<file path="config.mk">
export PLATFORM = sky130hd
export DESIGN_NAME = draw_rect_bounce
export DESIGN_NICKNAME = d
export VERILOG_FILES = /design/src/rtl/draw_rect_bounce.sv
export SDC_FILE = /design/constraint.sdc
export NUM_CORES = 1
export LEC_CHECK = 0
export BUFFER_PORTS_ARGS = -buffer_cell sky130_fd_sc_hd__buf_2
export CAP_MARGIN = 20
export CORE_MARGIN = 8
export CORE_UTILIZATION = 50
export DETAILED_ROUTE_END_ITERATION = 10
export GPL_ROUTABILITY_DRIVEN = 0
export PLACE_DENSITY = 0.74
export SYNTH_ARGS = -nofsm -noshare
export SYNTH_HDL_FRONTEND = slang
export SYNTH_SLANG_ARGS = --single-unit
</file>
<file path="constraint.sdc">
create_clock -name pclk -period 7.4 [get_ports pclk]
set_input_delay 1.11 -clock pclk [delete_from_list [all_inputs] [get_ports pclk]]
set_output_delay 1.11 -clock pclk [all_outputs]
set_load 0.005 [all_outputs]
</file>
<file path="src/rtl/draw_rect_bounce.sv">
// draw_rect_bounce: overlays a bouncing solid rectangle on the vga_timing pixel stream.
// Two-stage pipeline: S1 registers timing and the rectangle hit test, S2 composites the colour.
// The rectangle position advances once per frame on the rising edge of vblnk_in.
module draw_rect_bounce #(
    parameter int unsigned H_ACTIVE   = 800,
    parameter int unsigned V_ACTIVE   = 600,
    parameter int unsigned RECT_W     = 64,
    parameter int unsigned RECT_H     = 48,
    parameter logic [11:0] RECT_COLOR = 12'hf_8_0,
    parameter int unsigned STEP       = 2,
    parameter int unsigned X_INIT     = 100,
    parameter int unsigned Y_INIT     = 100
) (
    input  logic        pclk,
    input  logic        rst,
    input  logic        enable,
    input  logic [10:0] hcount_in,
    input  logic [10:0] vcount_in,
    input  logic        hsync_in,
    input  logic        vsync_in,
    input  logic        hblnk_in,
    input  logic        vblnk_in,
    input  logic [11:0] rgb_in,
    output logic [10:0] hcount_out,
    output logic [10:0] vcount_out,
    output logic        hsync_out,
    output logic        vsync_out,
    output logic        hblnk_out,
    output logic        vblnk_out,
    output logic [11:0] rgb_out,
    output logic [10:0] rect_x,
    output logic [10:0] rect_y
);

    localparam int unsigned CNT_W = 11;
    localparam int unsigned CMP_W = 12;
    localparam int unsigned RGB_W = 12;

    localparam logic [CMP_W-1:0] H_LIM    = CMP_W'(H_ACTIVE);
    localparam logic [CMP_W-1:0] V_LIM    = CMP_W'(V_ACTIVE);
    localparam logic [CMP_W-1:0] RECT_W_C = CMP_W'(RECT_W);
    localparam logic [CMP_W-1:0] RECT_H_C = CMP_W'(RECT_H);
    localparam logic [CMP_W-1:0] STEP_W   = CMP_W'(STEP);
    localparam logic [CNT_W-1:0] STEP_C   = CNT_W'(STEP);
    localparam logic [CNT_W-1:0] X_MAX    = CNT_W'(H_ACTIVE - RECT_W);
    localparam logic [CNT_W-1:0] Y_MAX    = CNT_W'(V_ACTIVE - RECT_H);
    localparam logic [CNT_W-1:0] X_RST    = CNT_W'(X_INIT);
    localparam logic [CNT_W-1:0] Y_RST    = CNT_W'(Y_INIT);

    localparam logic [0:0] INC = 1'b0;
    localparam logic [0:0] DEC = 1'b1;

    // Stage 1 registers
    logic [CNT_W-1:0] hcount_s1;
    logic [CNT_W-1:0] vcount_s1;
    logic             hsync_s1;
    logic             vsync_s1;
    logic             hblnk_s1;
    logic             vblnk_s1;
    logic [RGB_W-1:0] rgb_s1;
    logic             in_rect_s1;

    // Motion state
    logic [0:0]       x_state;
    logic [0:0]       x_state_nxt;
    logic [0:0]       y_state;
    logic [0:0]       y_state_nxt;
    logic [CNT_W-1:0] rect_x_nxt;
    logic [CNT_W-1:0] rect_y_nxt;
    logic             vblnk_prev;

    // Widened operands so every compare sum is 12-bit and cannot wrap
    logic [CMP_W-1:0] hc_w;
    logic [CMP_W-1:0] vc_w;
    logic [CMP_W-1:0] rx_w;
    logic [CMP_W-1:0] ry_w;
    logic             in_rect_c;
    logic             tick_c;
    logic             move_c;

    assign hc_w = {1'b0, hcount_in};
    assign vc_w = {1'b0, vcount_in};
    assign rx_w = {1'b0, rect_x};
    assign ry_w = {1'b0, rect_y};

    // Rectangle hit test against the current (frame-stable) position
    assign in_rect_c = (hc_w >= rx_w) && (hc_w < rx_w + RECT_W_C) &&
                       (vc_w >= ry_w) && (vc_w < ry_w + RECT_H_C);

    // One tick per frame on the vblank rising edge
    assign tick_c = vblnk_in && !vblnk_prev;
    assign move_c = tick_c && enable;

    // Stage 1: register inputs and the hit test
    always_ff @(posedge pclk or posedge rst) begin
        if (rst) begin
            hcount_s1  <= '0;
            vcount_s1  <= '0;
            hsync_s1   <= 1'b0;
            vsync_s1   <= 1'b0;
            hblnk_s1   <= 1'b1;
            vblnk_s1   <= 1'b1;
            rgb_s1     <= '0;
            in_rect_s1 <= 1'b0;
        end else begin
            hcount_s1  <= hcount_in;
            vcount_s1  <= vcount_in;
            hsync_s1   <= hsync_in;
            vsync_s1   <= vsync_in;
            hblnk_s1   <= hblnk_in;
            vblnk_s1   <= vblnk_in;
            rgb_s1     <= rgb_in;
            in_rect_s1 <= in_rect_c;
        end
    end

    // Stage 2: composite colour; blanked pixels pass the background through
    always_ff @(posedge pclk or posedge rst) begin
        if (rst) begin
            hcount_out <= '0;
            vcount_out <= '0;
            hsync_out  <= 1'b0;
            vsync_out  <= 1'b0;
            hblnk_out  <= 1'b1;
            vblnk_out  <= 1'b1;
            rgb_out    <= '0;
        end else begin
            hcount_out <= hcount_s1;
            vcount_out <= vcount_s1;
            hsync_out  <= hsync_s1;
            vsync_out  <= vsync_s1;
            hblnk_out  <= hblnk_s1;
            vblnk_out  <= vblnk_s1;
            rgb_out    <= (in_rect_s1 && !hblnk_s1 && !vblnk_s1) ? RECT_COLOR : rgb_s1;
        end
    end

    // Position and direction registers; previous vblank resets high to suppress a tick at release
    always_ff @(posedge pclk or posedge rst) begin
        if (rst) begin
            rect_x     <= X_RST;
            rect_y     <= Y_RST;
            x_state    <= INC;
            y_state    <= INC;
            vblnk_prev <= 1'b1;
        end else begin
            rect_x     <= rect_x_nxt;
            rect_y     <= rect_y_nxt;
            x_state    <= x_state_nxt;
            y_state    <= y_state_nxt;
            vblnk_prev <= vblnk_in;
        end
    end

    // X axis: step, clamping at the right edge or at zero and reversing
    always_comb begin
        x_state_nxt = x_state;
        rect_x_nxt  = rect_x;
        if (move_c) begin
            case (x_state)
                INC: begin
                    if (rx_w + STEP_W + RECT_W_C > H_LIM) begin
                        rect_x_nxt  = X_MAX;
                        x_state_nxt = DEC;
                    end else begin
                        rect_x_nxt = rect_x + STEP_C;
                    end
                end
                default: begin
                    if (rx_w < STEP_W) begin
                        rect_x_nxt  = '0;
                        x_state_nxt = INC;
                    end else begin
                        rect_x_nxt = rect_x - STEP_C;
                    end
                end
            endcase
        end
    end

    // Y axis: same bounce rule against the bottom edge and zero
    always_comb begin
        y_state_nxt = y_state;
        rect_y_nxt  = rect_y;
        if (move_c) begin
            case (y_state)
                INC: begin
                    if (ry_w + STEP_W + RECT_H_C > V_LIM) begin
                        rect_y_nxt  = Y_MAX;
                        y_state_nxt = DEC;
                    end else begin
                        rect_y_nxt = rect_y + STEP_C;
                    end
                end
                default: begin
                    if (ry_w < STEP_W) begin
                        rect_y_nxt  = '0;
                        y_state_nxt = INC;
                    end else begin
                        rect_y_nxt = rect_y - STEP_C;
                    end
                end
            endcase
        end
    end

endmodule

</file>
# After elaboration in Yosys (flattened, before gate mapping)
# Index checks and enable logic that the tools add are counted.
[word_totals] register_bits=101 wordCells=59
[op_classes] n_addsub=10 order_cmp=8 mux=13 reduce_logical=9
[op_table] op="$mux W11" n=6
[op_table] op="$add A11 B2 Y12 const B" n=2
[op_table] op="$gt A12 B10 Y1 const B" n=2
[op_table] op="$lt A11 B12 Y1" n=2
[op_table] op="$add A11 B2 Y11 const B" n=2
[op_table] op="$ge A11 B11 Y1" n=2
[op_table] op="$lt A11 B2 Y1 const B" n=2
[op_table] op="$sub A11 B2 Y11 const B" n=2
[op_table] op="$add A11 B6 Y12 const B" n=1
[op_table] op="$add A11 B7 Y12 const B" n=1
[op_table] op="$add A12 B6 Y12 const B" n=1
[op_table] op="$add A12 B7 Y12 const B" n=1
[op_table] op="$mux W12" n=1
[op_table] op="$logic_and A1 B1 Y1" n=7
[op_table] op="$mux W1" n=6
[op_table] op="$logic_not A1 Y1" n=2

# Longest topological paths before layout
[logic_depth] word_depth=5 mapped_depth=11 depth_no_buf=9

# Worst setup path before layout
# OpenSTA, ideal clock, no wires.
[synth_timing] path_type="reg-to-reg" from="register rect_y[4]" to="register rect_y[10]" setup_time_ns=0.104 t_arrival_ns=2.735 t_required_ns=7.296 setup_slack_ns=4.561 path_stages_with_launch=11 path_buffers=2 synth_period_minus_slack_ns=2.839 cell_sequence="dfrtp_1 > clkbuf_1 > inv_1 > ha_1 > nand4_2 > a211oi_1 > a221o_1 > a211o_1 > or4_4 > buf_6 > o41ai_2"
[synth_between] elab_chain_len=5 word_cells_on_any_way=9
[synth_rtl] item="start: declaration" line_no="32" source="output logic [10:0] rect_y"
[synth_rtl] item="start signal: assignment" line_no="148" source="rect_y <= rect_y_nxt;"
[synth_rtl] item="$add A11 B2 Y12" line_no="188" source="if (ry_w + STEP_W + RECT_H_C > V_LIM) begin"
[synth_rtl] item="$add A12 B6 Y12" line_no="188"
[synth_rtl] item="$gt A12 B10 Y1" line_no="188"
[synth_rtl] item="$mux W11" line_no="188"
[synth_rtl] item="$mux W11 (*)" line_no="186" source="case (y_state)"
# Mark *: on every way between the ends. The rest lies on a longest branch, timed or not.
# A chain may end at the register's enable or synchronous reset.

# Final worst setup path
[layout_timing] from="register rect_y[1]" to="register rect_y[10]"
# The elaborated chain is that of the path after synthesis.

==> qor.json <==
{
  "clock_tree": {
    "post_cts.resized_instances": 0,
    "cts_root_buf": "sky130_fd_sc_hd__clkbuf_8",
    "cts.clk_slew.worst_paths_ns": 0.10,
    "total_cts_buffers": 9,
    "clock_latency_ns": 0.37,
    "cts.path.max_buffers": 2,
    "cts_post_setup_buffers_inserted": 0,
    "cts_tree": "done",
    "hold_buffers": 0,
    "cts_max_level": 3,
    "number_of_clock_sinks": 99
  },
  "detailed_routing": {
    "drcViolationCount": 0,
    "firstDrtPassIters": 5,
    "routed_wire_length_per_instance_um": 16.79,
    "first_iter_violations": 506,
    "routed_via_density": 5.640,
    "final_antenna_net_count": 0,
    "routed-via-count": 4027,
    "finalWirelength_mm": 11.99
  },
  "grt": {
    "global_route.usage.met3_pct": 4.566,
    "global_route.overflow_total": 0,
    "first_pass_grt_wire_length_mm": 19.54,
    "grt_most_used_layer": "met2",
    "grt_start_max_net_pins": 83,
    "number_of_antenna_violations_at_the_first_check_in_global_routing": 0,
    "met1_usage_pct": 23.56,
    "grt_pass1_vias": 3963,
    "groute.layer.met2.usage_pct": 29.11,
    "globalRouteTotalUtil_pct": 18.43
  },
  "synthesis": {
    "synth_sequential_area_ratio_pct": 48.95,
    "postSynth.asyncResetShare_pct": 100.0,
    "synth-edff-count": 0,
    "yosysWarnings": 0,
    "netlist_top_cells_count": "89 x sky130_fd_sc_hd__dfrtp_1, 42 x sky130_fd_sc_hd__ha_1, 33 x sky130_fd_sc_hd__a21oi_1",
    "syn_area_per_cell_sq_um": 10.36,
    "netlist_top_cells_area": "sky130_fd_sc_hd__dfrtp_1 44%, sky130_fd_sc_hd__ha_1 10%, sky130_fd_sc_hd__dfstp_2 5.2%",
    "synth_top_cell_by_area": "sky130_fd_sc_hd__dfrtp_1",
    "synth.cell_area_sq_um": 5086,
    "synth_cell_types": 65,
    "ys_ff_latch": 99,
    "most_common_cell_in_the_netlist": "sky130_fd_sc_hd__dfrtp_1",
    "synth_cells": 491,
    "ys_dominant_reg_cell": "sky130_fd_sc_hd__dfrtp_1",
    "synth_top_area_share_pct": 43.79
  },
  "timing": {
    "slew_headroom_pct": 34.00,
    "fin_setup_tns_ns": 0,
    "setup_viol_count_final": 0,
    "finalHoldViolations": 0,
    "fin_crit_sh_pct": 40.51,
    "tightest_slew_ns": 0.9793,
    "finalCriticalPeriod_ns": 2.998,
    "unrepaired_setup_endpoints_after_global_routing": "no",
    "hold-worst-slack_ns": 0.3537,
    "max_freq_mhz": 333.5,
    "finalClockSkew_ns": 0.01663,
    "final-max-slew-violation-count": 0
  },
  "power": {
    "power_leakage_uw": 0.002676,
    "vdd_drop_max_uv": 116.9,
    "power_per_cell_area_nw_per_um2": 302.1
  },
  "critical_path": {
    "cell_at_the_slowest_stage_of_the_critical_path": "sky130_fd_sc_hd__o41ai_2",
    "worstPathRequired_ns": 7.65,
    "family_of_cells_with_the_greatest_summed_delay_on_the_critical_path": "compound AO/OA/AOI/OAI gates",
    "worst_ep_arrival_time_ns": 3.25,
    "reg2regPathDepth": 8,
    "worstSetupPathDepth": 8,
    "worstSetupEndpointType": "register",
    "crit_type": "register to register",
    "path_cells": "inv_1 -> ha_1 -> or4b_1 -> o41ai_2 -> a31oi_1 -> o21ai_0 -> o41a_1 -> o41ai_2",
    "crit_path_frequent_cell": "sky130_fd_sc_hd__o41ai_2",
    "setup.worst_path.start_class": "register",
    "worst-path-buf-inv": 1,
    "crit_fanout": 12,
    "cpPeakStageDelay_ns": 0.88
  },
  "die": {
    "die_width_um": 116.9,
    "floorplan.initialDensity_pct": 50.40,
    "design.die.area_sq_um": 13660,
    "row_count": 37,
    "floorplan.io_pins": 101,
    "placeableCoreArea_sq_um": 10090,
    "die_height_um": 116.9
  },
  "final_layout": {
    "area_growth_syn_to_layout_pct": 14.34,
    "nNetsFinal": 655,
    "fraction_of_layout_instances_using_a_drive_strength_above_1_pct": 24.78
  },
  "hold_path": {
    "whs_path_depth": 0,
    "min-delay-path-class": "register to register"
  },
  "outcome": {
    "status": "finished clean"
  },
  "placement": {
    "portBuffers": 98,
    "hpwl_mm": 8.991
  },
  "run": {
    "drv.max_cap_violation_count": 0
  }
}
## per-stage QoR
step	total power (uW)	std cells	setup WS, ns	area (sq um)	utilization (%)
3_5_place_dp	1400	697	4.461	5612	55.60
5_1_grt	1894	713	4.215	5813	57.60
3_3_place_gp	1375	697	4.521	5612	55.60
6_report	1757	714	4.402	5816	57.62
4_1_cts	1763	713	4.445	5813	57.60
2_1_floorplan	1223	492	3.716	5090	-
## registers in the layout, indices dropped and copies added (netlist names)
| register | cells |
|---|---|
| vcount_s1 | 11 |
| hcount_out | 11 |
| hsync_s1 | 1 |
| vcount_out | 11 |
| vblnk_out | 1 |
| vsync_out | 1 |
| vblnk_prev | 1 |
| rect_x | 10 |
| y_state | 1 |
| hblnk_out | 1 |
| x_state | 1 |
| hcount_s1 | 11 |
| rgb_out | 12 |
| in_rect_s1 | 1 |
| vsync_s1 | 1 |
| rect_y | 10 |
| rgb_s1 | 12 |
| hsync_out | 1 |
| hblnk_s1 | 1 |
## where the power goes
group	internal [uW]	total, uW	switching (uW)
clock network	168	356	188
registers	607	737	131
logic	286	663	377
## placed cells by master (no fill, tap or decap), drive strengths merged, types with 3 or more instances in the layout
cell type / count
nor2b: 13
a211oi: 6
a21oi: 33
nand4b: 3
a211o: 4
nand2: 24
nand4: 8
o22ai: 7
o21a: 6
or2: 9
clkbuf: 11
xnor2: 11
a21o: 8
nand3: 15
inv: 30
o221ai: 3
o41ai: 3
a22oi: 4
a31oi: 8
ha: 42
dfrtp: 89
nor2: 25
or3: 4
nor3: 16
dfstp: 10
o31ai: 3
and3: 3
o211ai: 5
o21ai: 31
a2111oi: 3
buf: 101
## path summary, 6_finish.rpt
| path | start | endpoint | slack, ns |
|---|---|---|---|
| min in group asynchronous | rst | rect_x[8] | 0.67 |
| setup / recovery | rect_y[1] | rect_y[10] | 4.40 |
| max in group asynchronous | rst | rgb_out[0] | 5.52 |
| setup reg to reg | rect_y[1] | rect_y[10] | 4.40 |
| hold / removal | hcount_s1[9] | hcount_out[9] | 0.35 |
| hold reg to reg | hcount_s1[9] | hcount_out[9] | 0.35 |
## layer usage
metal  routed length, um  vias to the layer above
met5                   0                        -
met4                 192                        0
met3                1000                       18
met2                5623                      191
met1                5173                     1884
li1                    -                     1934
## cell families (layout without fill, tap and decap cells)
kind of cell,Yosys count,after routing,synth area share (%)
flip-flops,99,99,48.95
buffers and inverters,60,145,5.289
adder cells (fa/ha/maj),42,42,10.33
other,1,3,0.07373
multiplexers,4,4,0.8364
AO/OA/AOI/OAI,139,139,18.33
AND/OR/NAND/NOR,133,133,13.95
XOR/XNOR,13,13,2.239
## cell type report
type	instances	area [sq um]
fillers	899	4277
flip-flops and latches	99	2490
multi-input cells	333	2331
repair buffers	101	513.0
well taps	136	170.2
clock buffers	11	141.4
inverters	28	107.6
clock inverters	5	60.06
diodes	1	2.502
No activity file was read; power rests on OpenSTA's default activity.
